## src/rtl/mobo_pkg.sv

```systemverilog
// Shared motherboard command/status codes and arbiter state encoding.
`ifndef WORD_WIDTH
`define WORD_WIDTH 16
`endif

package mobo_pkg;

  localparam int unsigned MOBO_CMD_IDLE  = 0;
  localparam int unsigned MOBO_CMD_READ  = 1;
  localparam int unsigned MOBO_CMD_WRITE = 2;

  localparam int MOBO_STAT_BUSY_BIT = 0;
  localparam int MOBO_STAT_ACK_BIT  = 1;

  typedef enum logic [1:0] {
    ST_IDLE  = 2'd0,
    ST_ISSUE = 2'd1,
    ST_WAIT  = 2'd2,
    ST_DONE  = 2'd3
  } arb_state_t;

endpackage

```

## src/rtl/mobo_arbiter_rr_pick.sv

```systemverilog
// Two-way round-robin select: combinational one-hot pick plus the priority pointer.
module mobo_rr_pick (
  input  logic       i_clk,
  input  logic       i_rst_n,
  input  logic [1:0] i_req,
  input  logic       i_adv,
  output logic [1:0] o_pick
);

  logic r_prio;

  always_comb begin
    o_pick = 2'b00;
    case (i_req)
      2'b01:   o_pick = 2'b01;
      2'b10:   o_pick = 2'b10;
      2'b11:   o_pick = r_prio ? 2'b10 : 2'b01;
      default: o_pick = 2'b00;
    endcase
  end

  // after serving requester n the other one gets priority
  always_ff @(posedge i_clk or negedge i_rst_n) begin
    if (!i_rst_n) begin
      r_prio <= 1'b0;
    end else if (i_adv && (|i_req)) begin
      r_prio <= o_pick[0];
    end
  end

endmodule

```

## src/rtl/mobo_arbiter.sv

```systemverilog
// Arbitrates cpu/dma transactions onto the motherboard command/status port.
// state | meaning
// IDLE  | no transaction; grant the round-robin winner when any req is high
// ISSUE | one-cycle READ/WRITE command on mobo_ctrl, timeout counter cleared
// WAIT  | waiting for ACK or timeout
// DONE  | done (and err on timeout) pulse; gnt drops on exit
module mobo_arbiter
  import mobo_pkg::*;
#(
  parameter int word_width     = `WORD_WIDTH,
  parameter int timeout_cycles = 255
) (
  input  logic                  i_clk,
  input  logic                  i_rst_n,
  input  logic [1:0]            i_req,
  input  logic [1:0]            i_we,
  input  logic [word_width-1:0] i_addr0,
  input  logic [word_width-1:0] i_addr1,
  input  logic [word_width-1:0] i_wdata0,
  input  logic [word_width-1:0] i_wdata1,
  output logic [1:0]            o_gnt,
  output logic [1:0]            o_done,
  output logic [1:0]            o_err,
  output logic [word_width-1:0] o_rdata,
  output logic [word_width-1:0] o_mobo_ctrl,
  input  logic [word_width-1:0] i_mobo_stat,
  output logic [word_width-1:0] o_addr_out,
  output logic [word_width-1:0] o_mobodat_out,
  input  logic [word_width-1:0] i_mobodat_in
);

  localparam int CW = $clog2(timeout_cycles + 1);

  arb_state_t r_state, w_state_nxt;
  logic [1:0] r_gnt, w_gnt_nxt;
  logic [1:0] r_done, w_done_nxt;
  logic [1:0] r_err, w_err_nxt;
  logic r_we, w_we_nxt;
  logic [word_width-1:0] r_rdata, w_rdata_nxt;
  logic [word_width-1:0] r_ctrl, w_ctrl_nxt;
  logic [word_width-1:0] r_addr, w_addr_nxt;
  logic [word_width-1:0] r_wdata, w_wdata_nxt;
  logic [CW-1:0] r_cnt, w_cnt_nxt;
  logic [1:0] w_pick;
  logic w_adv;
  logic w_ack;
  logic w_unused_stat;

  assign w_ack = i_mobo_stat[MOBO_STAT_ACK_BIT];
  // BUSY is informational only; the handshake relies solely on ACK
  assign w_unused_stat = ^i_mobo_stat;

  mobo_rr_pick u_rr_pick (
    .i_clk   (i_clk),
    .i_rst_n (i_rst_n),
    .i_req   (i_req),
    .i_adv   (w_adv),
    .o_pick  (w_pick)
  );

  always_comb begin
    w_state_nxt = r_state;
    w_gnt_nxt   = r_gnt;
    w_done_nxt  = 2'b00;
    w_err_nxt   = 2'b00;
    w_we_nxt    = r_we;
    w_rdata_nxt = r_rdata;
    w_ctrl_nxt  = word_width'(MOBO_CMD_IDLE);
    w_addr_nxt  = r_addr;
    w_wdata_nxt = r_wdata;
    w_cnt_nxt   = r_cnt;
    w_adv       = 1'b0;
    case (r_state)
      ST_IDLE: begin
        if (|i_req) begin
          w_adv       = 1'b1;
          w_gnt_nxt   = w_pick;
          w_we_nxt    = w_pick[1] ? i_we[1] : i_we[0];
          w_addr_nxt  = w_pick[1] ? i_addr1 : i_addr0;
          w_wdata_nxt = w_pick[1] ? i_wdata1 : i_wdata0;
          w_ctrl_nxt  = w_we_nxt ? word_width'(MOBO_CMD_WRITE) : word_width'(MOBO_CMD_READ);
          w_state_nxt = ST_ISSUE;
        end
      end
      ST_ISSUE: begin
        w_cnt_nxt   = '0;
        w_state_nxt = ST_WAIT;
      end
      ST_WAIT: begin
        if (w_ack) begin
          if (!r_we) w_rdata_nxt = i_mobodat_in;
          w_done_nxt  = r_gnt;
          w_state_nxt = ST_DONE;
        end else if (r_cnt == CW'(timeout_cycles - 1)) begin
          w_cnt_nxt   = r_cnt + 1'b1;
          w_done_nxt  = r_gnt;
          w_err_nxt   = r_gnt;
          w_rdata_nxt = '0;
          w_state_nxt = ST_DONE;
        end else begin
          w_cnt_nxt = r_cnt + 1'b1;
        end
      end
      ST_DONE: begin
        w_gnt_nxt   = 2'b00;
        w_state_nxt = ST_IDLE;
      end
      default: w_state_nxt = ST_IDLE;
    endcase
  end

  always_ff @(posedge i_clk or negedge i_rst_n) begin
    if (!i_rst_n) begin
      r_state <= ST_IDLE;
      r_gnt   <= 2'b00;
      r_done  <= 2'b00;
      r_err   <= 2'b00;
      r_we    <= 1'b0;
      r_rdata <= '0;
      r_ctrl  <= word_width'(MOBO_CMD_IDLE);
      r_addr  <= '0;
      r_wdata <= '0;
      r_cnt   <= '0;
    end else begin
      r_state <= w_state_nxt;
      r_gnt   <= w_gnt_nxt;
      r_done  <= w_done_nxt;
      r_err   <= w_err_nxt;
      r_we    <= w_we_nxt;
      r_rdata <= w_rdata_nxt;
      r_ctrl  <= w_ctrl_nxt;
      r_addr  <= w_addr_nxt;
      r_wdata <= w_wdata_nxt;
      r_cnt   <= w_cnt_nxt;
    end
  end

  assign o_gnt         = r_gnt;
  assign o_done        = r_done;
  assign o_err         = r_err;
  assign o_rdata       = r_rdata;
  assign o_mobo_ctrl   = r_ctrl;
  assign o_addr_out    = r_addr;
  assign o_mobodat_out = r_wdata;

endmodule

```

## config.mk

```make
export PLATFORM = sky130hd
export DESIGN_NAME = mobo_arbiter
export DESIGN_NICKNAME = d
export VERILOG_FILES = /design/src/rtl/mobo_pkg.sv /design/src/rtl/mobo_arbiter_rr_pick.sv /design/src/rtl/mobo_arbiter.sv
export SDC_FILE = /design/constraint.sdc
export NUM_CORES = 1
export LEC_CHECK = 0
export BUFFER_PORTS_ARGS = -buffer_cell sky130_fd_sc_hd__buf_2
export CAP_MARGIN = 15
export CORE_ASPECT_RATIO = 1.25
export CORE_MARGIN = 2
export CORE_UTILIZATION = 40
export CTS_CLUSTER_DIAMETER = 30
export DETAILED_ROUTE_END_ITERATION = 6
export PLACE_DENSITY = 0.73
export SLEW_MARGIN = 10
export SYNTH_ARGS = -nofsm -noshare
export SYNTH_HDL_FRONTEND = slang
export SYNTH_SLANG_ARGS = --single-unit
```

## constraint.sdc

```tcl
create_clock -name i_clk -period 2.6 [get_ports i_clk]
set_clock_uncertainty 0.2 [all_clocks]
set_input_delay 0.26 -clock i_clk [delete_from_list [all_inputs] [get_ports i_clk]]
set_output_delay 0.26 -clock i_clk [all_outputs]
set_load 0.05 [all_outputs]
```

# Word level (Yosys, flattened, before mapping)
# Cells that the tools add are included.
# totals
wordCells,60
input_bits,102
regBits,82
# op_classes
addsub,1
reduce_logical,11
n_eq_ne,11
mux,26
# ops
op,n
$mux W16,5
$mux W2,13
$pmux W8 S2,1
$add A8 B1 Y8 const B,1
$eq A2 B2 Y1 const B,4
$eq A8 B8 Y1 const B,1
$mux W8,1
$pmux W2 S4,1
$reduce_and A2 Y1,4
$ne A2 B2 Y1 const B,3
$pmux W2 S3,1
$reduce_bool A2 Y1,3
$eq A2 B1 Y1 const B,2
$pmux W2 S2,1
$mux W1,3
$ne A3 B3 Y1 const B,1
$reduce_and A3 Y1,1
$logic_not A2 Y1,1
$reduce_or A2 Y1,1
$logic_and A1 B1 Y1,1

# Depth between registers and ports, before layout
# logic_depth
word_depth,6
depth_mapped,8
mapped_depth_nobuf,6

# Hierarchy
# Synthesis repeated with hierarchy kept, for this count alone.
# hier_totals
hier_cells,332
area_unflattened_um2,3454.6
# by_module_without_submodules
mod,seq_area_each_um2,cells_per_inst,n_inst,area_each_um2
mobo_arbiter,1676.6,326,1,3399.5
mobo_rr_pick,25.0,6,1,55.1

# Worst setup path after synthesis
# OpenSTA, ideal clock, no wires.
# synth_path
path_kind,flip-flop to flip-flop
startpoint,register r_state[0]
endpoint,"register r_wdata[3], in the netlist o_mobodat_out[3]"
setup_time_ns,0.118
n_path_buf,3
t_arrival_ns,1.482
required_ns,2.282
synth_period_minus_slack_ns,1.800
slack_ns,0.800
stages_incl_launch_ff,9
path_cell_list,dfrtp_1 inv_1 ha_1 buf_2 and3_1 buf_6 buf_8 a22o_1 a21o_1
# synth_via
elab_chain_len,2
# synth_rtl
item,line_no,source
start: declaration,mobo_arbiter.sv:34,"arb_state_t r_state, w_state_nxt;"
start signal: assignment,mobo_arbiter.sv:125,r_state <= w_state_nxt;
$logic_not A2 Y1,mobo_arbiter.sv:73,case (r_state)
$reduce_and A2 Y1 (no source line),--,
end signal: assignment,mobo_arbiter.sv:133,r_wdata <= w_wdata_nxt;
end: declaration,mobo_arbiter.sv:42,"logic [word_width-1:0] r_wdata, w_wdata_nxt;"
# No other way between the ends.
# A chain may end at the register's enable or synchronous reset.

# Worst setup path after layout
# layout_path
startpoint,register r_state[0]
endpoint,register r_cnt[7]
# layout_via
elab_chain_len,3
# layout_rtl
item,line_no,source
$eq A2 B2 Y1 or $eq A2 B1 Y1 (tied branches),mobo_arbiter.sv:73,
$ne A2 B2 Y1 (no source line) or $reduce_bool A2 Y1 (tied branches),--,
$reduce_and A2 Y1 (no source line),--,
end signal: assignment,mobo_arbiter.sv:134,r_cnt <= w_cnt_nxt;
end: declaration,mobo_arbiter.sv:43,"logic [CW-1:0] r_cnt, w_cnt_nxt;"
# Several ways; a longest one is shown, not always the timed one.

==> flow_summary.toml <==
[yosys]
async_reset_ff_frac = 1.00
synth-edff-count = 0
synth_seq_cells = 68
synth_area_sq_um = 3250
syn_avg_cell_area_sq_um = 10.8
synth_flop_cell = "dfrtp_1"
synthTopCellsByArea = "dfrtp_1 52%, a22o_1 8.4%, a21o_1 7.6%"
synth-seq-area-share = 0.524
yosys_warnings = 0
synth_top_cell_by_area = "dfrtp_1"
synth_cell_types = 41
postSynthCellCount = 302
synth_top_cell_area_share = 0.524

[global_route]
grtUsageTotal = 0.208
grt-ovfl-total = 0
grt_start_max_net_pins = 47
antenna_found_initial = 0
grt_pass1_vias = 3093
grt_pass1_wl_um = 14700

[layout]
fillerInstances = 639
final_core_util = 0.596
fin_nets = 605
diodes = 0
multiInputGateArea_sq_um = 1280
syn_to_final_growth_pct = 43.8
ff_latch_area_sq_um = 1700
drive_gt1_frac = 0.339

[worst_hold_path]
min_path_type = "input pin to register"
hold_end = "o_mobodat_out[3]"
min_path_cells = 3
min_from = "i_wdata0[3]"

[die]
dieArea_sq_um = 8860
rows = 36
die_w_um = 84.6
start_util = 0.414
fp.coreArea_sq_um = 7840
pin_count = 172
die_h_um = 105

[place]
dp_hpwl_um = 5530
gp_congestion = 0.756
port_buffers = 142

[route]
vias_per_cell = 5.11
wl_per_cell_um = 14.8
drc_errors = 0
dr_total_vias = 3049
detail-route-antenna-nets = 0
drtPass1Iterations = 4
drt-initial-drc-count = 133
drt-total-wl_um = 8820

[sta]
setup_tns_ps = 0
finalHoldViolCount = 0
rsz0062_at_grt = "false"
tightest_slew_ps = 643
min_period_ps = 2070
slew_viol_final = 0
maxSlewHeadroom = 0.571
min_period_over_period = 0.796
setup_viol = 0
timing.fmax_mhz = 483

[clocking]
post-cts-setup-buffer-count = 0
hold_buffers = 55
path_clk_slew_ps = 70
clock-sinks = 68
cts_made_buffers = 9
cts_tree = "yes"
cts_root_buf = "clkbuf_8"
htree_num_levels = 3
clk_latency_ps = 340
cts_buffer_depth = 2
cts_resized = 0

[worst_setup_path]
crit_path_max_fanout = 16
path_class = "register to register"
worstReg2RegStart = "r_state[0]"
worstPathArrival_ps = 2140
cp-start-kind = "register"
rr_worst_depth = 7
critPathCaptureType = "register"
rrSetupSlack_ps = 530
cp.required_ps = 2670
timing.rr.end = "r_cnt[7]"

[pwr]
p_per_area_nw_per_um2 = 1260
ir_worst_vdd_mv = 0.866
cellLeakagePower_nw = 2.60
power_mw = 5.88

[outcome]
outcome = "completed"

[job]
drv_cap = 0
## final cells by class
| type | count | share of cell area |
|---|---|---|
| sequential | 68 | 0.364 |
| tap | 95 | 0.0255 |
| timing repair buffer | 204 | 0.284 |
| clock buffer | 14 | 0.0327 |
| inverter | 22 | 0.0177 |
| clock inverter | 2 | 0.00214 |
| multi-input combinational | 192 | 0.274 |
## worst max path at each step
stage                    start          endpoint  slack [ps]  depth (start not counted)
CTS                 r_state[1]  o_mobodat_out[2]         260                          5
detailed placement  r_state[1]  o_mobodat_out[2]         280                          5
global route        r_state[0]          r_cnt[7]         340                          7
global placement    r_state[0]  o_mobodat_out[1]         310                          5
floorplan           r_state[0]  o_mobodat_out[3]         800                          8
finish              r_state[0]          r_cnt[7]         530                          7
## cell usage in the layout (no fill, tap or decap), types with 6 or more instances in the layout
| master | n |
|---|---|
| inv_1 | 22 |
| ha_1 | 6 |
| o21ai_1 | 6 |
| clkbuf_8 | 10 |
| a21o_1 | 33 |
| buf_2 | 142 |
| a22o_1 | 31 |
| buf_4 | 6 |
| nor2_1 | 21 |
| o21ai_0 | 16 |
| nand2_1 | 7 |
| a31oi_1 | 16 |
| dfrtp_1 | 68 |
| conb_1 | 14 |
| dlygate4sd3_1 | 55 |
## layer usage
| layer | global-route usage | vias up | part of all wire |
|---|---|---|---|
| li1 | - | 1436 | - |
| met1 | 0.246 | 1453 | 0.40 |
| met2 | 0.346 | 134 | 0.50 |
| met3 | 0.0387 | 26 | 0.063 |
| met4 | 0.126 | 0 | 0.038 |
| met5 | 0 | - | 0 |
## registers in the layout, indices dropped and copies added, names as in the netlist
name,cells
o_done,2
r_we,1
r_state,2
o_mobodat_out,16
o_gnt,2
u_rr_pick.r_prio,1
r_cnt,8
o_mobo_ctrl,2
o_err,2
o_rdata,16
o_addr_out,16
## logic make-up after synthesis
family	share of synthesized area
mux	0.0158
simple gates	0.0751
buf+inv	0.0987
other cells	0.00115
flops	0.524
compound gates	0.259
xor+xnor	0.00270
fa+ha+maj	0.0231
## critical path, stage by stage, from the launching register on
cell      delay (ps)
dfrtp_1          410
inv_1             90
ha_1             190
buf_4            220
nand2b_1         170
nor3_1           320
and3_1           220
mux2i_1          180
## report_power, final
group | switching [mW] | internal, mW | total [mW]
Sequential | 0.251 | 1.48 | 1.73
Clock | 0.366 | 0.371 | 0.737
Combinational | 2.32 | 1.09 | 3.41
## stage by stage
stage | area [sq um] | std cells | hold WS [ps] | setup WS (ps)
2_1_floorplan | 3300 | 315 | -236 | 800
3_3_place_gp | 3960 | 526 | 70.5 | 312
3_5_place_dp | 3960 | 526 | 83.6 | 283
4_1_cts | 4670 | 597 | 0.611 | 263
5_1_grt | 4670 | 597 | 10.2 | 336
6_report | 4670 | 597 | 18.4 | 531
## synthesized netlist by cell type, types with 2 or more instances
cell type,number
a22o_2,3
dfrtp_1,68
nor3_1,2
nand3_1,5
buf_1,2
mux2i_1,4
clkbuf_1,2
buf_8,3
ha_1,6
buf_6,2
nor2b_1,2
a21o_1,33
and2_1,2
nand2b_1,2
o21ai_1,6
and3_1,4
inv_1,22
nand2_1,7
o21ai_0,16
nor2_1,22
a22o_1,31
buf_4,14
o211a_1,2
a31oi_1,16
buf_2,10
No activity file was read; power rests on OpenSTA's default activity.
